===== config.mk =====
export PLATFORM = sky130hd
export DESIGN_NAME = rf_alu_sequencer_flat
export DESIGN_NICKNAME = d
export VERILOG_FILES = /design/src/rtl/rf_alu_sequencer_if.sv /design/src/rtl/rf_alu_sequencer.sv /design/src/flat_wrapper.sv
export SDC_FILE = /design/constraint.sdc
export NUM_CORES = 1
export LEC_CHECK = 0
export ABC_AREA = 1
export BUFFER_PORTS_ARGS = -buffer_cell sky130_fd_sc_hd__buf_2
export CORE_UTILIZATION = 45
export CTS_BUF_LIST = sky130_fd_sc_hd__clkbuf_16
export CTS_CLUSTER_DIAMETER = 60
export DETAILED_ROUTE_END_ITERATION = 8
export PLACE_DENSITY = 0.68
export SLEW_MARGIN = 0
export SYNTH_ARGS = -nofsm -noshare
export SYNTH_HDL_FRONTEND = slang
export SYNTH_SLANG_ARGS = --single-unit

===== constraint.sdc =====
create_clock -name CLK -period 5.1 [get_ports CLK]
set_clock_uncertainty 0.05 [all_clocks]
set_input_delay 0.51 -clock CLK [delete_from_list [all_inputs] [get_ports CLK]]
set_output_delay 0.51 -clock CLK [all_outputs]
set_load 0.01 [all_outputs]

===== src/rtl/rf_alu_sequencer_if.sv =====
// Instruction handshake, register-file port and status bundle for the sequencer.
interface rf_alu_sequencer_if #(
    parameter int DATA_W = 16,
    parameter int ADDR_W = 3
);
    logic              instr_valid;
    logic              instr_ready;
    logic [2:0]        op;
    logic [ADDR_W-1:0] rd;
    logic [ADDR_W-1:0] rs1;
    logic [ADDR_W-1:0] rs2;
    logic [DATA_W-1:0] imm;
    logic [ADDR_W-1:0] rf_num_r1;
    logic [ADDR_W-1:0] rf_num_r2;
    logic [DATA_W-1:0] rf_dout1;
    logic [DATA_W-1:0] rf_dout2;
    logic              rf_we;
    logic [ADDR_W-1:0] rf_w1;
    logic [DATA_W-1:0] rf_din;
    logic [DATA_W-1:0] result;
    logic              flag_z;
    logic              flag_c;
    logic              done;
    logic              busy;
    logic [15:0]       retired;

    // Sequencer side
    modport master (
        input  instr_valid, op, rd, rs1, rs2, imm, rf_dout1, rf_dout2,
        output instr_ready, rf_num_r1, rf_num_r2, rf_we, rf_w1, rf_din,
        output result, flag_z, flag_c, done, busy, retired
    );

    // Instruction source / register-file side
    modport slave (
        output instr_valid, op, rd, rs1, rs2, imm, rf_dout1, rf_dout2,
        input  instr_ready, rf_num_r1, rf_num_r2, rf_we, rf_w1, rf_din,
        input  result, flag_z, flag_c, done, busy, retired
    );
endinterface


===== src/rtl/rf_alu_sequencer.sv =====
// Sequences one instruction at a time: READ (RF address) -> EXEC (ALU) -> WB (RF write).
module rf_alu_sequencer #(
    parameter int DATA_W = 16,
    parameter int ADDR_W = 3
) (
    input  logic                  CLK,
    input  logic                  RST_N,
    rf_alu_sequencer_if.master    bus
);
    typedef enum logic [1:0] {IDLE, READ, EXEC, WB} state_t;

    state_t            state_q, state_d;
    logic [2:0]        op_q;
    logic [ADDR_W-1:0] rd_q, rs1_q, rs2_q;
    logic [DATA_W-1:0] imm_q;
    logic [DATA_W-1:0] result_q;
    logic              z_q, c_q;
    logic [15:0]       retired_q;

    logic              accept;
    logic              wb_d, busy_d;
    logic [DATA_W-1:0] alu_res;
    logic              alu_c;
    logic [DATA_W:0]   sum;

    // Ready is gated by reset so nothing is accepted while reset is held.
    assign bus.instr_ready = (state_q == IDLE) && RST_N;
    assign accept          = bus.instr_valid && bus.instr_ready;

    // Next-state and per-state control outputs.
    always_comb begin
        state_d = state_q;
        wb_d    = 1'b0;
        busy_d  = 1'b1;
        case (state_q)
            IDLE: begin
                busy_d = 1'b0;
                if (accept) state_d = READ;
            end
            READ: state_d = EXEC;
            EXEC: state_d = WB;
            WB: begin
                wb_d    = 1'b1;
                state_d = IDLE;
            end
            default: state_d = IDLE;
        endcase
    end

    // ALU on the RF read data, which is valid while in EXEC.
    always_comb begin
        alu_res = '0;
        alu_c   = 1'b0;
        sum     = {1'b0, bus.rf_dout1} + {1'b0, bus.rf_dout2};
        case (op_q)
            3'd0: {alu_c, alu_res} = sum;
            3'd1: begin
                alu_res = bus.rf_dout1 - bus.rf_dout2;
                alu_c   = bus.rf_dout1 < bus.rf_dout2;
            end
            3'd2: alu_res = bus.rf_dout1 & bus.rf_dout2;
            3'd3: alu_res = bus.rf_dout1 | bus.rf_dout2;
            3'd4: alu_res = bus.rf_dout1 ^ bus.rf_dout2;
            3'd5: alu_res = bus.rf_dout1 << 1;
            3'd6: alu_res = bus.rf_dout1 >> 1;
            default: alu_res = imm_q;
        endcase
    end

    // State register.
    always_ff @(posedge CLK or negedge RST_N) begin
        if (!RST_N) state_q <= IDLE;
        else        state_q <= state_d;
    end

    // Instruction fields captured on accept; they also drive the RF read addresses.
    always_ff @(posedge CLK or negedge RST_N) begin
        if (!RST_N) begin
            op_q  <= '0;
            rd_q  <= '0;
            rs1_q <= '0;
            rs2_q <= '0;
            imm_q <= '0;
        end else if (accept) begin
            op_q  <= bus.op;
            rd_q  <= bus.rd;
            rs1_q <= bus.rs1;
            rs2_q <= bus.rs2;
            imm_q <= bus.imm;
        end
    end

    // Result and flags registered at the EXEC->WB edge, held until the next EXEC.
    always_ff @(posedge CLK or negedge RST_N) begin
        if (!RST_N) begin
            result_q <= '0;
            z_q      <= 1'b0;
            c_q      <= 1'b0;
        end else if (state_q == EXEC) begin
            result_q <= alu_res;
            z_q      <= (alu_res == '0);
            c_q      <= alu_c;
        end
    end

    // Retired count bumps as WB completes; wraps naturally.
    always_ff @(posedge CLK or negedge RST_N) begin
        if (!RST_N)            retired_q <= '0;
        else if (state_q == WB) retired_q <= retired_q + 16'd1;
    end

    assign bus.rf_num_r1 = rs1_q;
    assign bus.rf_num_r2 = rs2_q;
    assign bus.rf_we     = wb_d;
    assign bus.done      = wb_d;
    assign bus.rf_w1     = rd_q;
    assign bus.rf_din    = result_q;
    assign bus.result    = result_q;
    assign bus.flag_z    = z_q;
    assign bus.flag_c    = c_q;
    assign bus.busy      = busy_d;
    assign bus.retired   = retired_q;
endmodule


===== src/flat_wrapper.sv =====
// flat-port wrapper written by rule: the top's interface ports become plain ports
module rf_alu_sequencer_flat 
#(
    parameter int DATA_W = 16,
    parameter int ADDR_W = 3
)
  (CLK, RST_N, bus_instr_valid, bus_op, bus_rd, bus_rs1, bus_rs2, bus_imm, bus_rf_dout1, bus_rf_dout2, bus_instr_ready, bus_rf_num_r1, bus_rf_num_r2, bus_rf_we, bus_rf_w1, bus_rf_din, bus_result, bus_flag_z, bus_flag_c, bus_done, bus_busy, bus_retired);
  rf_alu_sequencer_if #(.DATA_W(DATA_W), .ADDR_W(ADDR_W)) bus_i ();
  input  logic CLK;
  input  logic RST_N;
  input wire logic [$bits(bus_i.instr_valid)-1:0] bus_instr_valid;
  input wire logic [$bits(bus_i.op)-1:0] bus_op;
  input wire logic [$bits(bus_i.rd)-1:0] bus_rd;
  input wire logic [$bits(bus_i.rs1)-1:0] bus_rs1;
  input wire logic [$bits(bus_i.rs2)-1:0] bus_rs2;
  input wire logic [$bits(bus_i.imm)-1:0] bus_imm;
  input wire logic [$bits(bus_i.rf_dout1)-1:0] bus_rf_dout1;
  input wire logic [$bits(bus_i.rf_dout2)-1:0] bus_rf_dout2;
  output wire logic [$bits(bus_i.instr_ready)-1:0] bus_instr_ready;
  output wire logic [$bits(bus_i.rf_num_r1)-1:0] bus_rf_num_r1;
  output wire logic [$bits(bus_i.rf_num_r2)-1:0] bus_rf_num_r2;
  output wire logic [$bits(bus_i.rf_we)-1:0] bus_rf_we;
  output wire logic [$bits(bus_i.rf_w1)-1:0] bus_rf_w1;
  output wire logic [$bits(bus_i.rf_din)-1:0] bus_rf_din;
  output wire logic [$bits(bus_i.result)-1:0] bus_result;
  output wire logic [$bits(bus_i.flag_z)-1:0] bus_flag_z;
  output wire logic [$bits(bus_i.flag_c)-1:0] bus_flag_c;
  output wire logic [$bits(bus_i.done)-1:0] bus_done;
  output wire logic [$bits(bus_i.busy)-1:0] bus_busy;
  output wire logic [$bits(bus_i.retired)-1:0] bus_retired;
  assign bus_i.instr_valid = bus_instr_valid;
  assign bus_i.op = bus_op;
  assign bus_i.rd = bus_rd;
  assign bus_i.rs1 = bus_rs1;
  assign bus_i.rs2 = bus_rs2;
  assign bus_i.imm = bus_imm;
  assign bus_i.rf_dout1 = bus_rf_dout1;
  assign bus_i.rf_dout2 = bus_rf_dout2;
  assign bus_instr_ready = bus_i.instr_ready;
  assign bus_rf_num_r1 = bus_i.rf_num_r1;
  assign bus_rf_num_r2 = bus_i.rf_num_r2;
  assign bus_rf_we = bus_i.rf_we;
  assign bus_rf_w1 = bus_i.rf_w1;
  assign bus_rf_din = bus_i.rf_din;
  assign bus_result = bus_i.result;
  assign bus_flag_z = bus_i.flag_z;
  assign bus_flag_c = bus_i.flag_c;
  assign bus_done = bus_i.done;
  assign bus_busy = bus_i.busy;
  assign bus_retired = bus_i.retired;
  rf_alu_sequencer #(.DATA_W(DATA_W), .ADDR_W(ADDR_W)) u_core (.CLK(CLK), .RST_N(RST_N), .bus(bus_i));
endmodule

# == After elaboration in Yosys (flattened, before gate mapping) ==
# Cells that the tools add are included.
# totals
input_bits,63
register_bits,64
out_inout_bits,63
wordCells,38
# classes
eq_ne,10
n_lt_le_gt_ge,1
n_reduce_logical,5
n_mux,6
add_sub_neg,3
bitwise_logic,3
# op_table
op,n
$pmux W16 S7,1
$add A16 B16 Y17,1
$add A16 B1 Y16 const B,1
$and A16 B16 Y16,1
$logic_not A16 Y1,1
$lt A16 B16 Y1,1
$or A16 B16 Y16,1
$sub A16 B16 Y16,1
$xor A16 B16 Y16,1
$eq A3 B3 Y1 const B,3
$pmux W2 S4,1
$eq A3 B2 Y1 const B,2
$eq A2 B2 Y1 const B,2
$eq A3 B1 Y1 const B,1
$logic_not A3 Y1,1
$eq A2 B1 Y1 const B,1
$logic_and A1 B1 Y1,2
$logic_not A2 Y1,1
$mux W1,2
$mux W2,1
$ne A2 B1 Y1 const B,1
$pmux W1 S2,1

# == Depth between registers and ports, before layout ==
# logic_depth
word_depth,5
mapped_depth,18
depth_no_buf,18

# == Worst setup path after synthesis ==
# Ideal clock, no wire load.
# synth_path
path_kind,in2reg
start,in bus_rf_dout1[0]
end,"reg u_core.z_q, in the netlist u_core.bus.flag_z"
arrival_time_ns,2.054
slack_ns,2.879
n_path_buf,0
required_time_ns,4.933
setup_ns,0.117
stages,16
cell_sequence,inv_1 ha_1 inv_1 fa_1 nand2_1 nand2_1 nand3_1 nand2_1 a21oi_1 nor2_1 nor2_1 nor2_1 nor2_1 nor2_1 nand3_1 nand2_1
# synth_via
elab_chain_len,3
elab_cells_between_ends,7
cone_classes,add/sub (2); mux (1); bitwise (3); reduce/logical (1)
# synth_lines
element,line_no,text
from (decl),flat_wrapper.sv:17,input wire logic [$bits(bus_i.rf_dout1)-1:0] bus_rf_dout1;
$sub A16 B16 Y16 (tied with other cells),rf_alu_sequencer.sv:58,alu_res = bus.rf_dout1 - bus.rf_dout2;
$pmux W16 S7 *,rf_alu_sequencer.sv:55,case (op_q)
$logic_not A16 Y1 *,rf_alu_sequencer.sv:101,z_q <= (alu_res == '0);
to (signal assigned),rf_alu_sequencer.sv:101,
to (decl),rf_alu_sequencer.sv:17,"logic z_q, c_q;"
# Every way passes the cells marked *; elsewhere a longest branch is shown, timed or not.
# A chain may end at the register's enable or synchronous reset.

# == Worst setup path after layout ==
# layout_path
start,reg u_core.state_q[0]
end,"reg u_core.z_q, in the netlist u_core.bus.flag_z"
# layout_via
elab_chain_len,1
# layout_lines
element,line_no,text
from (decl),rf_alu_sequencer.sv:12,"state_t state_q, state_d;"
from (signal assigned),rf_alu_sequencer.sv:73,else state_q <= state_d;
$eq A2 B2 Y1,rf_alu_sequencer.sv:99,end else if (state_q == EXEC) begin
# Every way passes these cells.

==> flow_summary_export.csv <==
group,metric,value,unit
layout,fin_util,53.6,%
logic_synthesis,syn_inst,863,
critical_path,cp.depth,12,
critical_path,critPathMaxFanout,27,
logic_synthesis,synthesis.nets,984,
timing,maxSlewViolCount,0,
hold_path,holdPathEnd,"u_core.bus.rf_num_r2[0]",
placement,gp_congestion,1.01,
timing,hold_ws,359,ps
logic_synthesis,synth_flop_cell,"dfrtp_1",
critical_path,start_kind,"flip-flop",
power_and_ir_drop,ir_worst_vdd,330,uV
global_route,grt.total_usage,25.5,%
run_status,status,"finished clean",
placement,dp.cells,1119,
logic_synthesis,ys_warn_count,0,
clocking,cts_hold_buffers,0,
die,chipHeight,116,microns
logic_synthesis,syn_area,0.00588,sq mm
layout,antenna_cells,0,
hold_path,min_from,"bus_rs2[0]",
critical_path,cp_top_family,"buffers and inverters",
global_route,antenna_found_initial,0,
logic_synthesis,yosys_register_bits,64,
timing,setup_viol,0,
hold_path,hold_depth,2,
critical_path,critPathMaxStageDelay,640,ps
hold_path,holdCritPathClass,"in -> reg",
clocking,h-tree-depth,3,
global_route,grt_overflow,0,
critical_path,path_cells,"inv_1, ha_1, clkinv_1, a21oi_1, nand3_1, nor2_1, nand3_1, nor2_1, nand2_1, nor2_1, nand3_1, nand2_1",
logic_synthesis,ys_types,37,
clocking,cts_setup_buffers,0,
clocking,clockBufferDepth,2,
drt,wl_per_cell,14.6,microns
logic_synthesis,synthArstFlopShare,100,%
timing,timing.fmax,369,MHz
timing,timing.final.hold_violations,0,
layout,seqCellArea,0.00160,sq mm
clocking,cts_root_buf,"clkbuf_16",
drt,ant_nets,0,
critical_path,crit_required,5320,ps
clocking,clock_sinks,64,
die,num_io_pins,126,
global_route,grt_pass1_wl,26500,microns
layout,final_cell_mix,"nand2_1, inv_1, buf_2",
drt,drc,0,
critical_path,cp.arrival,2930,ps
die,start_util,46.4,%
timing,slew_headroom,25.2,%
clocking,clk_pin_slew,50,ps
critical_path,crit_path_end_kind,"flip-flop",
clocking,clk_latency,330,ps
layout,fillers,1306,
clocking,cts_buffers,9,
timing,fin_crit,2710,ps
logic_synthesis,synth-edff-count,0,
drt,drtIter0Drc,475,
layout,final_common_cell,"nand2_1",
timing,tightest_slew,1120,ps
die,die_x,116,microns
clocking,post_cts_resized,0,
drt,via_per_inst,5.15,
critical_path,worstSetupPathType,"reg -> reg",
clocking,tritoncts,"done",
layout,final_cells,1135,
placement,io_buffers,125,
power_and_ir_drop,p_leak,3.79,nW
die,coreArea,0.0127,sq mm
timing,period_share,53.2,%
timing,rsz0062_at_grt,"false",
layout,drive_above_1_share,19.2,%
layout,area_delta_synth_final,15.5,%
drt,firstDrtPassIters,5,
placement,hpwl,13300,microns
logic_synthesis,syn_avg_cell_area,6.81,sq um
critical_path,cpMaxStageDelayCell,"clkinv_1",
timing,tns,0,ps
critical_path,critPathBufInv,2,
critical_path,r2r_cells,12,
layout,multi_input_area,0.00351,sq mm
critical_path,r2r-start,"u_core.state_q[0]",
global_route,grt_pass1_vias,5425,
logic_synthesis,yosysSeqAreaShare,27.2,%
run,max_cap_viol_count,0,
die,rows,41,
critical_path,rrSetupSlack,2390,ps
drt,wirelength,16600,microns
critical_path,reg2reg_to,"u_core.bus.flag_z",
power_and_ir_drop,power_density,456,mW/mm^2
layout,nets,1079,
drt,vias,5844,
die,die_area,0.0135,sq mm
global_route,grt_max_degree,65,
## Yosys cell counts, types with 7 or more instances
cell | count | area, sq um
nand2_1 | 220 | 826
inv_1 | 131 | 492
nand3_1 | 87 | 435
dfrtp_1 | 64 | 1600
nor2_1 | 64 | 240
ha_1 | 56 | 701
a21oi_1 | 39 | 195
o21ai_0 | 38 | 190
mux2_2 | 25 | 282
buf_4 | 19 | 143
buf_2 | 17 | 85.1
nor3_1 | 16 | 80.1
nand4_1 | 14 | 87.6
o22ai_1 | 12 | 75.1
xor2_1 | 10 | 87.6
or2_2 | 7 | 43.8
xnor2_1 | 7 | 61.3
## logic make-up after synthesis
kind of cell	Yosys count	synth area share [%]
simple gates	424	31.1
buf+inv	179	13.0
compound gates	96	8.66
flops	64	27.2
fa+ha+maj	58	12.6
mux	25	4.79
xor+xnor	17	2.53
## metal layers
metal / track usage (%) / vias to the layer above / part of all wire, %
li1: - / 2928 / -
met1: 34.0 / 2639 / 44
met2: 41.5 / 239 / 46
met3: 3.63 / 38 / 6.5
met4: 10.2 / 0 / 2.9
met5: 0 / - / 0
## state kept, by name, summed over array words and instances (netlist names)
register              flops
u_core.bus.flag_c         1
u_core.bus.flag_z         1
u_core.bus.result        16
u_core.bus.retired       16
u_core.bus.rf_num_r1      3
u_core.bus.rf_num_r2      3
u_core.bus.rf_w1          3
u_core.imm_q             16
u_core.op_q               3
u_core.state_q            2
## power by group
group          switching [W]  leakage (nW)  total [W]  internal, W
logic               0.000989          2.84    0.00158     0.000589
clock network       0.000212         0.153   0.000634     0.000422
registers           0.000164         0.795   0.000881     0.000717
## metrics by stage
stage               setup slack, ps  area, sq um  total power [W]
floorplan                      2880         5880          0.00199
CTS                            2350         6790          0.00311
global placement               2360         6480          0.00245
finish                         2390         6790          0.00309
detailed placement             2390         6480          0.00246
global route                   2050         6790          0.00336
## worst reg2reg max path, cell delays in order, from the launching register on
cell and delay, ps:
dfrtp_1 370, inv_1 110, ha_1 430, clkinv_1 640
a21oi_1 320, nand3_1 120, nor2_1 120, nand3_1 80
nor2_1 120, nand2_1 70, nor2_1 90, nand3_1 70
nand2_1 60
## cell type report
class                   instances  share of cell area, %
multi-input cells             620                   51.7
flip-flops and latches         64                   23.6
repair buffers                127                   9.43
inverters                     136                   7.52
clock buffers                   9                   3.32
well taps                     172                   3.17
clock inverters                 7                   1.27
## worst max path at each step
stage	startpoint	end	slack [ps]
6_report	u_core.state_q[0]	u_core.bus.flag_z	2390
5_1_grt	u_core.state_q[0]	u_core.bus.flag_z	2050
4_1_cts	u_core.state_q[0]	u_core.bus.flag_z	2350
2_1_floorplan	bus_rf_dout1[0]	u_core.bus.flag_z	2880
3_5_place_dp	u_core.state_q[0]	u_core.bus.flag_z	2390
3_3_place_gp	u_core.state_q[0]	u_core.bus.flag_z	2360
Power figures use the tool's default switching activity.
